$ cat src/rtl/lsu_align.sv
// lsu_align: load/store alignment unit between the CPU memory stage and a
// BUS_W-wide data bus. It accepts one request at a time and issues one or two
// bus beats with byte strobes. Load data is reassembled, masked and then
// zero- or sign-extended.
// Optional feature macro: LSU_MISALIGNED_EN. When it is defined, accesses
// that cross a bus-word boundary are split into two beats. When it is not
// defined, such accesses are rejected with o_err.
module lsu_align #(
  parameter int ADDR_W = 32,
  parameter int BUS_W  = 32
) (
  input  logic                    i_clk,
  input  logic                    i_rst,
  input  logic                    i_req_valid,
  output logic                    o_req_ready,
  input  logic [ADDR_W-1:0]       i_addr,
  input  logic [BUS_W-1:0]        i_wdata,
  input  logic                    i_wr,
  input  logic [1:0]              i_length,
  input  logic                    i_signed,
  output logic                    o_rsp_valid,
  output logic [BUS_W-1:0]        o_rdata,
  output logic                    o_err,
  output logic                    o_bus_valid,
  input  logic                    i_bus_ready,
  output logic [ADDR_W-1:0]       o_bus_addr,
  output logic                    o_bus_wr,
  output logic [BUS_W-1:0]        o_bus_wdata,
  output logic [BUS_W/8-1:0]      o_bus_strb,
  input  logic                    i_bus_rvalid,
  input  logic [BUS_W-1:0]        i_bus_rdata
);

  localparam int BYTES = BUS_W / 8;
  localparam int OFS_W = $clog2(BYTES);

  typedef enum logic [2:0] {
    S_IDLE  = 3'd0,
    S_BEAT0 = 3'd1,
    S_WAIT0 = 3'd2,
    S_RESP  = 3'd3,
    S_ERR   = 3'd4
`ifdef LSU_MISALIGNED_EN
    , S_BEAT1 = 3'd5
    , S_WAIT1 = 3'd6
`endif
  } state_t;

  state_t              state_q, state_d;
  logic [ADDR_W-1:0]   addr_q, addr_d;
  logic [BUS_W-1:0]    wdata_q, wdata_d;
  logic                wr_q, wr_d;
  logic [1:0]          length_q, length_d;
  logic                signed_q, signed_d;
  logic [BUS_W-1:0]    rdata0_q, rdata0_d;
`ifdef LSU_MISALIGNED_EN
  logic                cross_q, cross_d;
  logic [BUS_W-1:0]    rdata1_q, rdata1_d;
`endif

  // ---------------------------------------------------------------------
  // Request decode, evaluated on the incoming request
  // ---------------------------------------------------------------------
  logic [OFS_W-1:0] req_ofs;
  logic [3:0]       req_size;
  logic [4:0]       req_end;
  logic             req_cross;
  logic             req_len_bad;
  logic             req_illegal;
  logic             req_fire;

  assign req_ofs     = i_addr[OFS_W-1:0];
  assign req_size    = 4'd1 << i_length;
  assign req_end     = {{(5-OFS_W){1'b0}}, req_ofs} + {1'b0, req_size};
  assign req_cross   = (req_end > 5'(BYTES));
  assign req_len_bad = (i_length == 2'b11) && (BUS_W == 32);
`ifdef LSU_MISALIGNED_EN
  assign req_illegal = req_len_bad;
`else
  assign req_illegal = req_len_bad | req_cross;
`endif
  assign req_fire    = i_req_valid & o_req_ready;

  // ---------------------------------------------------------------------
  // Datapath derived from the registered request
  // ---------------------------------------------------------------------
  logic [OFS_W-1:0]  ofs_r;
  logic [3:0]        size_r;
  logic [BYTES-1:0]  byte_en;
  logic [BUS_W-1:0]  data_mask;
  logic [BUS_W-1:0]  wdata_m;
  logic [BYTES-1:0]  msb_sel;
  logic [BUS_W-1:0]  rd_low;
  logic [BUS_W-1:0]  rd_ext;
  logic              rd_sign;
  logic [ADDR_W-1:0] beat0_addr;
  logic [BUS_W-1:0]  beat0_wdata;
  logic [BYTES-1:0]  beat0_strb;

  assign ofs_r      = addr_q[OFS_W-1:0];
  assign size_r     = 4'd1 << length_q;
  assign beat0_addr = {addr_q[ADDR_W-1:OFS_W], {OFS_W{1'b0}}};

  // Per-byte lane enables (byte index below access size) and the matching bit mask.
  // Also picks out the sign bit, which is the MSB of the top byte of the access.
  for (genvar gi = 0; gi < BYTES; gi++) begin : g_byte
    assign byte_en[gi]          = (4'(gi) < size_r);
    assign data_mask[gi*8 +: 8] = {8{byte_en[gi]}};
    assign msb_sel[gi]          = (4'(gi) == (size_r - 4'd1)) & rd_low[gi*8+7];
    assign rd_ext[gi*8 +: 8]    = byte_en[gi] ? rd_low[gi*8 +: 8] : {8{rd_sign}};
  end

  assign wdata_m = wdata_q & data_mask;
  assign rd_sign = signed_q & (|msb_sel);

`ifdef LSU_MISALIGNED_EN
  logic [2*BUS_W-1:0] wide;
  logic [2*BYTES-1:0] strb2;
  logic [ADDR_W-1:0]  beat1_addr;
  logic [BUS_W-1:0]   beat1_wdata;
  logic [BYTES-1:0]   beat1_strb;

  assign wide        = {{BUS_W{1'b0}}, wdata_m} << {ofs_r, 3'b000};
  assign strb2       = {{BYTES{1'b0}}, byte_en} << ofs_r;
  assign beat0_wdata = wide[BUS_W-1:0];
  assign beat1_wdata = wide[2*BUS_W-1:BUS_W];
  assign beat0_strb  = strb2[BYTES-1:0];
  assign beat1_strb  = strb2[2*BYTES-1:BYTES];
  assign beat1_addr  = beat0_addr + ADDR_W'(BYTES);
  assign rd_low      = BUS_W'({rdata1_q, rdata0_q} >> {ofs_r, 3'b000});
`else
  // Only non-crossing accesses get here, so everything fits in one bus word.
  assign beat0_wdata = wdata_m << {ofs_r, 3'b000};
  assign beat0_strb  = byte_en << ofs_r;
  assign rd_low      = rdata0_q >> {ofs_r, 3'b000};
`endif

  // ---------------------------------------------------------------------
  // Next-state and capture logic
  // ---------------------------------------------------------------------
  // Sequences the beats and captures request fields and returned bus data.
  always_comb begin
    state_d  = state_q;
    addr_d   = addr_q;
    wdata_d  = wdata_q;
    wr_d     = wr_q;
    length_d = length_q;
    signed_d = signed_q;
    rdata0_d = rdata0_q;
`ifdef LSU_MISALIGNED_EN
    cross_d  = cross_q;
    rdata1_d = rdata1_q;
`endif
    case (state_q)
      S_IDLE: begin
        if (req_fire) begin
          addr_d   = i_addr;
          wdata_d  = i_wdata;
          wr_d     = i_wr;
          length_d = i_length;
          signed_d = i_signed;
          rdata0_d = '0;
`ifdef LSU_MISALIGNED_EN
          cross_d  = req_cross;
          rdata1_d = '0;
`endif
          state_d  = req_illegal ? S_ERR : S_BEAT0;
        end
      end
      S_BEAT0: begin
        if (i_bus_ready) begin
          if (!wr_q) begin
            state_d = S_WAIT0;
          end else begin
`ifdef LSU_MISALIGNED_EN
            state_d = cross_q ? S_BEAT1 : S_RESP;
`else
            state_d = S_RESP;
`endif
          end
        end
      end
      S_WAIT0: begin
        if (i_bus_rvalid) begin
          rdata0_d = i_bus_rdata;
`ifdef LSU_MISALIGNED_EN
          state_d  = cross_q ? S_BEAT1 : S_RESP;
`else
          state_d  = S_RESP;
`endif
        end
      end
`ifdef LSU_MISALIGNED_EN
      S_BEAT1: begin
        if (i_bus_ready) begin
          state_d = wr_q ? S_RESP : S_WAIT1;
        end
      end
      S_WAIT1: begin
        if (i_bus_rvalid) begin
          rdata1_d = i_bus_rdata;
          state_d  = S_RESP;
        end
      end
`endif
      S_RESP:  state_d = S_IDLE;
      S_ERR:   state_d = S_IDLE;
      default: state_d = S_IDLE;
    endcase
  end

  // State and request registers; reset aborts any transfer in flight.
  always_ff @(posedge i_clk) begin
    if (i_rst) begin
      state_q  <= S_IDLE;
      addr_q   <= '0;
      wdata_q  <= '0;
      wr_q     <= 1'b0;
      length_q <= 2'b00;
      signed_q <= 1'b0;
      rdata0_q <= '0;
`ifdef LSU_MISALIGNED_EN
      cross_q  <= 1'b0;
      rdata1_q <= '0;
`endif
    end else begin
      state_q  <= state_d;
      addr_q   <= addr_d;
      wdata_q  <= wdata_d;
      wr_q     <= wr_d;
      length_q <= length_d;
      signed_q <= signed_d;
      rdata0_q <= rdata0_d;
`ifdef LSU_MISALIGNED_EN
      cross_q  <= cross_d;
      rdata1_q <= rdata1_d;
`endif
    end
  end

  // ---------------------------------------------------------------------
  // Outputs, decoded from state; bus fields are zero when no beat is offered
  // ---------------------------------------------------------------------
  // Drives the bus and response ports from the current state and registered request.
  always_comb begin
    o_req_ready = (state_q == S_IDLE) & ~i_rst;
    o_rsp_valid = (state_q == S_RESP) | (state_q == S_ERR);
    o_err       = (state_q == S_ERR);
    o_rdata     = ((state_q == S_RESP) && !wr_q) ? rd_ext : '0;
    o_bus_valid = 1'b0;
    o_bus_addr  = '0;
    o_bus_wr    = 1'b0;
    o_bus_wdata = '0;
    o_bus_strb  = '0;
    if (state_q == S_BEAT0) begin
      o_bus_valid = 1'b1;
      o_bus_addr  = beat0_addr;
      o_bus_wr    = wr_q;
      o_bus_wdata = wr_q ? beat0_wdata : '0;
      o_bus_strb  = wr_q ? beat0_strb  : '0;
    end
`ifdef LSU_MISALIGNED_EN
    if (state_q == S_BEAT1) begin
      o_bus_valid = 1'b1;
      o_bus_addr  = beat1_addr;
      o_bus_wr    = wr_q;
      o_bus_wdata = wr_q ? beat1_wdata : '0;
      o_bus_strb  = wr_q ? beat1_strb  : '0;
    end
`endif
  end

endmodule

$ cat config.mk
export PLATFORM = sky130hd
export DESIGN_NAME = lsu_align
export DESIGN_NICKNAME = d
export VERILOG_FILES = /design/src/rtl/lsu_align.sv
export SDC_FILE = /design/constraint.sdc
export NUM_CORES = 1
export LEC_CHECK = 0
export BUFFER_PORTS_ARGS = -buffer_cell sky130_fd_sc_hd__buf_2
export CAP_MARGIN = 20
export CORE_MARGIN = 2
export CORE_UTILIZATION = 28
export CTS_CLUSTER_DIAMETER = 40
export CTS_CLUSTER_SIZE = 20
export DETAILED_ROUTE_END_ITERATION = 8
export PLACE_DENSITY = 0.54
export SLEW_MARGIN = 25
export SYNTH_ARGS = -nofsm -noshare
export SYNTH_HDL_FRONTEND = slang
export SYNTH_SLANG_ARGS = --single-unit
$ cat constraint.sdc
create_clock -name i_clk -period 1.7 [get_ports i_clk]
set_input_delay 0.085 -clock i_clk [delete_from_list [all_inputs] [get_ports i_clk]]
set_output_delay 0.085 -clock i_clk [all_outputs]
set_load 0.05 [all_outputs]
==> results of run 1 <==
power groups by stage:
stage / combinational (mW) / clock, mW / sequential [mW]
after detailed placement: 3.24 / 0 / 3.17
after global routing: 5.57 / 2.26 / 3.25
final: 5.27 / 2.08 / 3.20
after global placement: 3.24 / 0 / 3.17
after floorplan: 2.32 / 0 / 3.05
after CTS: 4.60 / 2.16 / 3.17
through the flow:
stage / util, % / cell area (um2)
6_report: 55.5 / 11100
5_1_grt: 55.5 / 11100
4_1_cts: 52.1 / 10400
3_5_place_dp: 37.9 / 7600
3_3_place_gp: 37.9 / 7600
2_1_floorplan: - / 5980
final timing paths:
kind | startpoint | end | cells after the start
max reg2reg | state_q[1] | rdata0_q[6] | 7
max | addr_q[0] | o_rdata[11] | 5
min | i_addr[0] | addr_q[0] | 3
min reg2reg | wdata_q[27] | wdata_q[27] | 2
flip-flops by register name, summed over array words and instances (netlist names):
name      flops
wdata_q      32
addr_q       32
rdata0_q     32
length_q      2
signed_q      1
wr_q          1
state_q       3
synth_stat cells, types with 11 or more instances:
cell,count
dfxtp_1,103
nand2_1,78
nor2_1,71
nand2b_1,70
o21ai_1,53
and2_1,42
a22oi_2,30
o21ai_0,27
mux2i_1,26
clkbuf_1,24
buf_2,21
a211oi_1,16
a21oi_1,11
per-layer routing:
layer | up-vias | global-route usage [%]
met1 | 3037 | 24.6
met3 | 33 | 5.72
met4 | 4 | 3.88
met2 | 212 | 33.6
li1 | 3095 | -
met5 | - | 0
what timing repair did:
item / in CTS / in global routing
buffers inserted: 11 / 11
hold buffers: 97 / 0
resized for setup: 387 / 100
cloned: 7 / 8
endpoints found under the setup margin: 130 / 202
pin swaps: 36 / 32
endpoints found under the hold margin: 97 / 0
final cells by class:
type	count	area [um2]
repair buffers	395	4000
multi-input cells	525	4380
well taps	270	338
clock inverters	6	62.6
flip-flops and latches	103	2080
clock buffers	10	229
inverters	7	33.8
diodes	1	2.50
fillers	1734	8920
kinds of logic (layout without fill, tap and decap cells):
logic type	after synthesis	count (layout)
fa+ha+maj	3	3
buf+inv	68	418
other cells	1	3
simple gates	301	302
flops	103	103
mux	35	35
compound gates	183	183
tightest hold or removal path: stages:
cell and delay (ns):
buf_2 0.12, nand2_1 0.06, o21ai_1 0.06
==> impl_metrics.yaml, run 1 <==
worst_setup_path:
  critical_path_class: "reg -> out"
  crit_family: "multiplexers"
  startpoint_type: "flop"
  slowest_stage: "mux4_2"
  r2r_slack_ns: -0.16
  cp_num_buf_inv: 1
  crit_path_end_kind: "output port"
  critPathMaxStageDelay_ns: 0.55
  required_ns: 1.62
  crit_arrival_ns: 1.88
  crit_chain: "mux4_2, nand2_2, a21o_4, nor2_2, buf_6"
  crit_fanout: 8
logic_synthesis:
  synth_top_family_by_area: "simple AND/OR/NAND/NOR gates"
  ys_seq_area_share_pct: 36.3
  synth_area_um2: 5680
  yosys_most_used_dff: "dfxtp_1"
  synthSimpleGateAreaFrac_pct: 27.2
  yosysTopAreaCell: "dfxtp_1"
  ys_ff_latch: 103
  async_flop_share_pct: 0
  synth_top_area_share_pct: 36.3
  synthDistinctLibCells: 52
  muxShareOfSynthArea_pct: 6.56
  synth-compound-area-share_pct: 23.2
  synth-edff-count: 0
  yosysWarnings: 0
  synth-xor-area-share_pct: 0
  synth_area_per_cell_um2: 8.19
  synth_fa_ha_area_share_pct: 0.793
  synthCells: 694
  synth_area_leaders: "dfxtp_1 (36%), nand2b_1 (7.7%), a22oi_2 (6.6%)"
sta:
  max_clock_freq_mhz: 508
  hold_slack_ns: 0.0150
  finalSetupTns_ns: -22.42
  relSlewSlack_pct: 51.3
  rsz0062_at_grt: "true"
  fin_ws_ns: -0.270
  drv_slew: 0
  period_needed_ns: 1.97
  hold_viol: 0
  period_share_pct: 116
  worst_pin_slew_ns: 0.731
  clock_skew_ns: 0.0105
  setup-violations-final: 129
routing:
  route.antenna.remaining_nets: 0
  drc: 0
  highest_layer: "met5"
  wl_per_cell_um: 17.7
  vias: 6381
  viasPerCell: 4.85
  drt-met1-wl_mm: 9.92
  drt_wl_total_mm: 23.3
  wl_met3_mm: 1.44
  first_pass_iters: 6
  wl_met2_mm: 11.4
  drt_iter0_markers: 232
cells_and_area:
  area_growth_pct: 95.8
  mostFrequentLayoutCell: "buf_2"
  num-nets-final: 1149
  stdcell_count: 1317
  final_cell_mix: "buf_2 (105), dfxtp_1 (98), dlygate4sd3_1 (97), buf_6 (76), nand2_1 (74)"
  drive_above_1_share_pct: 50.5
power:
  clkPwrFrac_pct: 19.7
  p_int_mw: 6.38
  p_sw_share_pct: 39.6
  cellPowerDensity_nw_per_um2: 949
  finalPower_mw: 10.6
  seqPwrFrac_pct: 30.3
  peakVddDrop_mv: 0.599
  comb_power_share_pct: 49.9
  switchingPower_mw: 4.18
  power_leakage_nw: 4.32
grt:
  grt_max_degree: 86
  gr-usage-all-layers_pct: 19.6
  antenna_found_initial: 3
  grt_pass1_wl_mm: 33.7
  grt-ovfl-total: 0
  grt_pass1_vias: 6285
run_status:
  status: "complete, but fails checks"
  violations: "setup timing"
die:
  die_area_um2: 21400
  core-area_um2: 20000
  die_w_um: 146
  initial_utilization_pct: 28.3
  row_count: 52
  pin_count: 210
  dieHeight_um: 146
worst_hold_path:
  hp-class: "in -> reg"
cts:
  root_buffer: "clkbuf_16"
  cts_buffers: 9
  cts_tree: "yes"
  clock_path_buffers: 2
  cts.sink_count: 103
  clock_latency_ns: 0.36
  cts_max_level: 3
  cts.clk_slew.worst_paths_ns: 0.07
placement:
  place_inst: 1167
  io_buffers: 207
  pre_cts_ws_ns: -0.0227
  place_congestion: 0.804
  hpwl_mm: 13.4
run:
  maxCapViolations: 0
No activity file was read; power rests on OpenSTA's default activity.
==> run 2: changes to the inputs <==
--- a/config.mk
+++ b/config.mk
@@ -13,6 +13,7 @@
 export CTS_CLUSTER_SIZE = 20
 export DETAILED_ROUTE_END_ITERATION = 8
 export PLACE_DENSITY = 0.54
+export SKIP_CTS_REPAIR_TIMING = 1
 export SLEW_MARGIN = 25
 export SYNTH_ARGS = -nofsm -noshare
 export SYNTH_HDL_FRONTEND = slang
==> run 2 against run 1 <==
The flow finishes with violations (hold timing, setup timing). Worst setup slack lost 0.034 ns. Clock skew increased by 0.0055 ns. Non-clock buffer count is 15 lower. Core utilization shrank 1.3 points. Final area is 2.3% lower. Final cell count decreased by 1.2%. Sequential share of layout area up 0.47 points. Via count down 0.78%. Combinational power hardly changed. Routed wire length rose by 0.58%. Critical path depth rose by 1. Register-to-register slack worse by 0.08 ns. Critical path type unchanged.
==> impl_metrics.yaml, run 2 (synthesis results as in run 1) <==
run_status:
  status: "complete, but fails checks"
  violations: "hold timing, setup timing"
cts:
  clock_latency_ns: 0.37
  clock_path_buffers: 2
  cts_buffers: 9
  cts.clk_slew.worst_paths_ns: 0.07
  cts.sink_count: 103
  cts_tree: "yes"
  root_buffer: "clkbuf_16"
  cts_max_level: 3
worst_setup_path:
  crit_family: "buffers and inverters"
  r2r_slack_ns: -0.24
  crit_chain: "clkbuf_16, buf_12, nor3b_1, a21oi_2, o22ai_4, buf_6"
  cp_num_buf_inv: 3
  slowest_stage: "dfxtp_4"
  startpoint_type: "flop"
  critPathMaxStageDelay_ns: 0.40
  crit_fanout: 17
  crit_arrival_ns: 1.92
  crit_path_end_kind: "output port"
  critical_path_class: "reg -> out"
  required_ns: 1.62
routing:
  wl_per_cell_um: 18.0
  route.antenna.remaining_nets: 0
  drt_iter0_markers: 300
  drt_wl_total_mm: 23.4
  viasPerCell: 4.87
  first_pass_iters: 4
  drc: 0
  vias: 6331
grt:
  grt_max_degree: 86
  gr-usage-all-layers_pct: 17.0
  antenna_found_initial: 3
  grt_pass1_vias: 5296
  grt_pass1_wl_mm: 29.3
  grt-ovfl-total: 0
sta:
  max_clock_freq_mhz: 499
  drv_slew: 0
  period_needed_ns: 2.00
  hold_slack_ns: -0.0148
  worst_pin_slew_ns: 0.760
  hold_viol: 10
  rsz0062_at_grt: "true"
  setup-violations-final: 129
  fin_ws_ns: -0.304
  relSlewSlack_pct: 49.3
  clock_skew_ns: 0.0160
  period_share_pct: 118
cells_and_area:
  final_area_um2: 10900
  final_cell_mix: "buf_2 (105), dfxtp_1 (96), buf_6 (75), dlygate4sd3_1 (75), nand2_1 (74)"
  seqCellArea_um2: 2080
  stdcell_count: 1301
  drive_above_1_share_pct: 50.4
  mostFrequentLayoutCell: "buf_2"
  fillers: 1770
  multiInputGateArea_um2: 4240
  top_regs: "addr_q: 32 flops, rdata0_q: 32 flops, wdata_q: 32 flops"
  area_growth_pct: 91.3
  num-nets-final: 1133
placement:
  hpwl_mm: 13.4
  place_inst: 1167
  io_buffers: 207
  dpl_cell_area_um2: 7600
  place_congestion: 0.804
  pre_cts_ws_ns: -0.0227
power:
  finalPower_mw: 10.6
  cellPowerDensity_nw_per_um2: 976
  power_leakage_nw: 4.26
  peakVddDrop_mv: 0.622
die:
  core-area_um2: 20000
  die_w_um: 146
  die_area_um2: 21400
  row_count: 52
  dieHeight_um: 146
  initial_utilization_pct: 28.3
  pin_count: 210
worst_hold_path:
  hp-class: "in -> reg"
run:
  maxCapViolations: 0
==> run 2: cell types whose count changed in the layout (fill, tap and decap cells not counted), sizes merged <==
cell	previous run	this run
dlygate4sd3	97	75
and2	43	42
clkbuf	16	23
==> run 2: layer usage <==
metal / track usage [%] / wire (um)
met4: 2.91 / 349
met3: 5.97 / 1460
met2: 27.0 / 11400
met5: 0 / 27
met1: 22.6 / 10200
==> run 2: stage by stage <==
| stage | TNS (ns) | hold slack (ns) | util [%] |
|---|---|---|---|
| after floorplan | -3.36 | 0.193 | - |
| after global placement | -0.0109 | 0.279 | 37.9 |
| after detailed placement | -0.0729 | 0.283 | 37.9 |
| after CTS | -32.06 | -0.104 | 39.4 |
| after global routing | -34.56 | 0.000113 | 54.2 |
| final | -25.06 | -0.0148 | 54.2 |
==> run 2: worst min-delay path, delay by kind of cell <==
kind | cells | cell delay (ns)
AO/OA/AOI/OAI | 1 | 0.06
buffers and inverters | 1 | 0.08
AND/OR/NAND/NOR | 1 | 0.07
==> run 2: path summary, 6_finish.rpt <==
path / start / end / cells past startpoint
min reg2reg: addr_q[14] / addr_q[14] / 2
max: addr_q[0] / o_bus_wdata[30] / 6
min: i_bus_rdata[11] / rdata0_q[11] / 3
max reg2reg: state_q[1] / rdata0_q[6] / 7
==> run 2: layout make-up <==
| type | count | share of cell area [%] |
|---|---|---|
| Multi-Input combinational cell | 524 | 39.1 |
| Timing Repair Buffer | 380 | 35.7 |
| Sequential cell | 103 | 19.1 |
| Tap cell | 270 | 3.11 |
| Clock buffer | 10 | 2.11 |
| Clock inverter | 6 | 0.576 |
| Inverter | 7 | 0.311 |
| Antenna cell | 1 | 0.0230 |
==> run 2: power by group <==
| part | switching (mW) | leakage, nW | internal, mW |
|---|---|---|---|
| Clock | 1.07 | 0.142 | 1.04 |
| Combinational | 2.73 | 3.27 | 2.56 |
| Sequential | 0.387 | 0.845 | 2.81 |
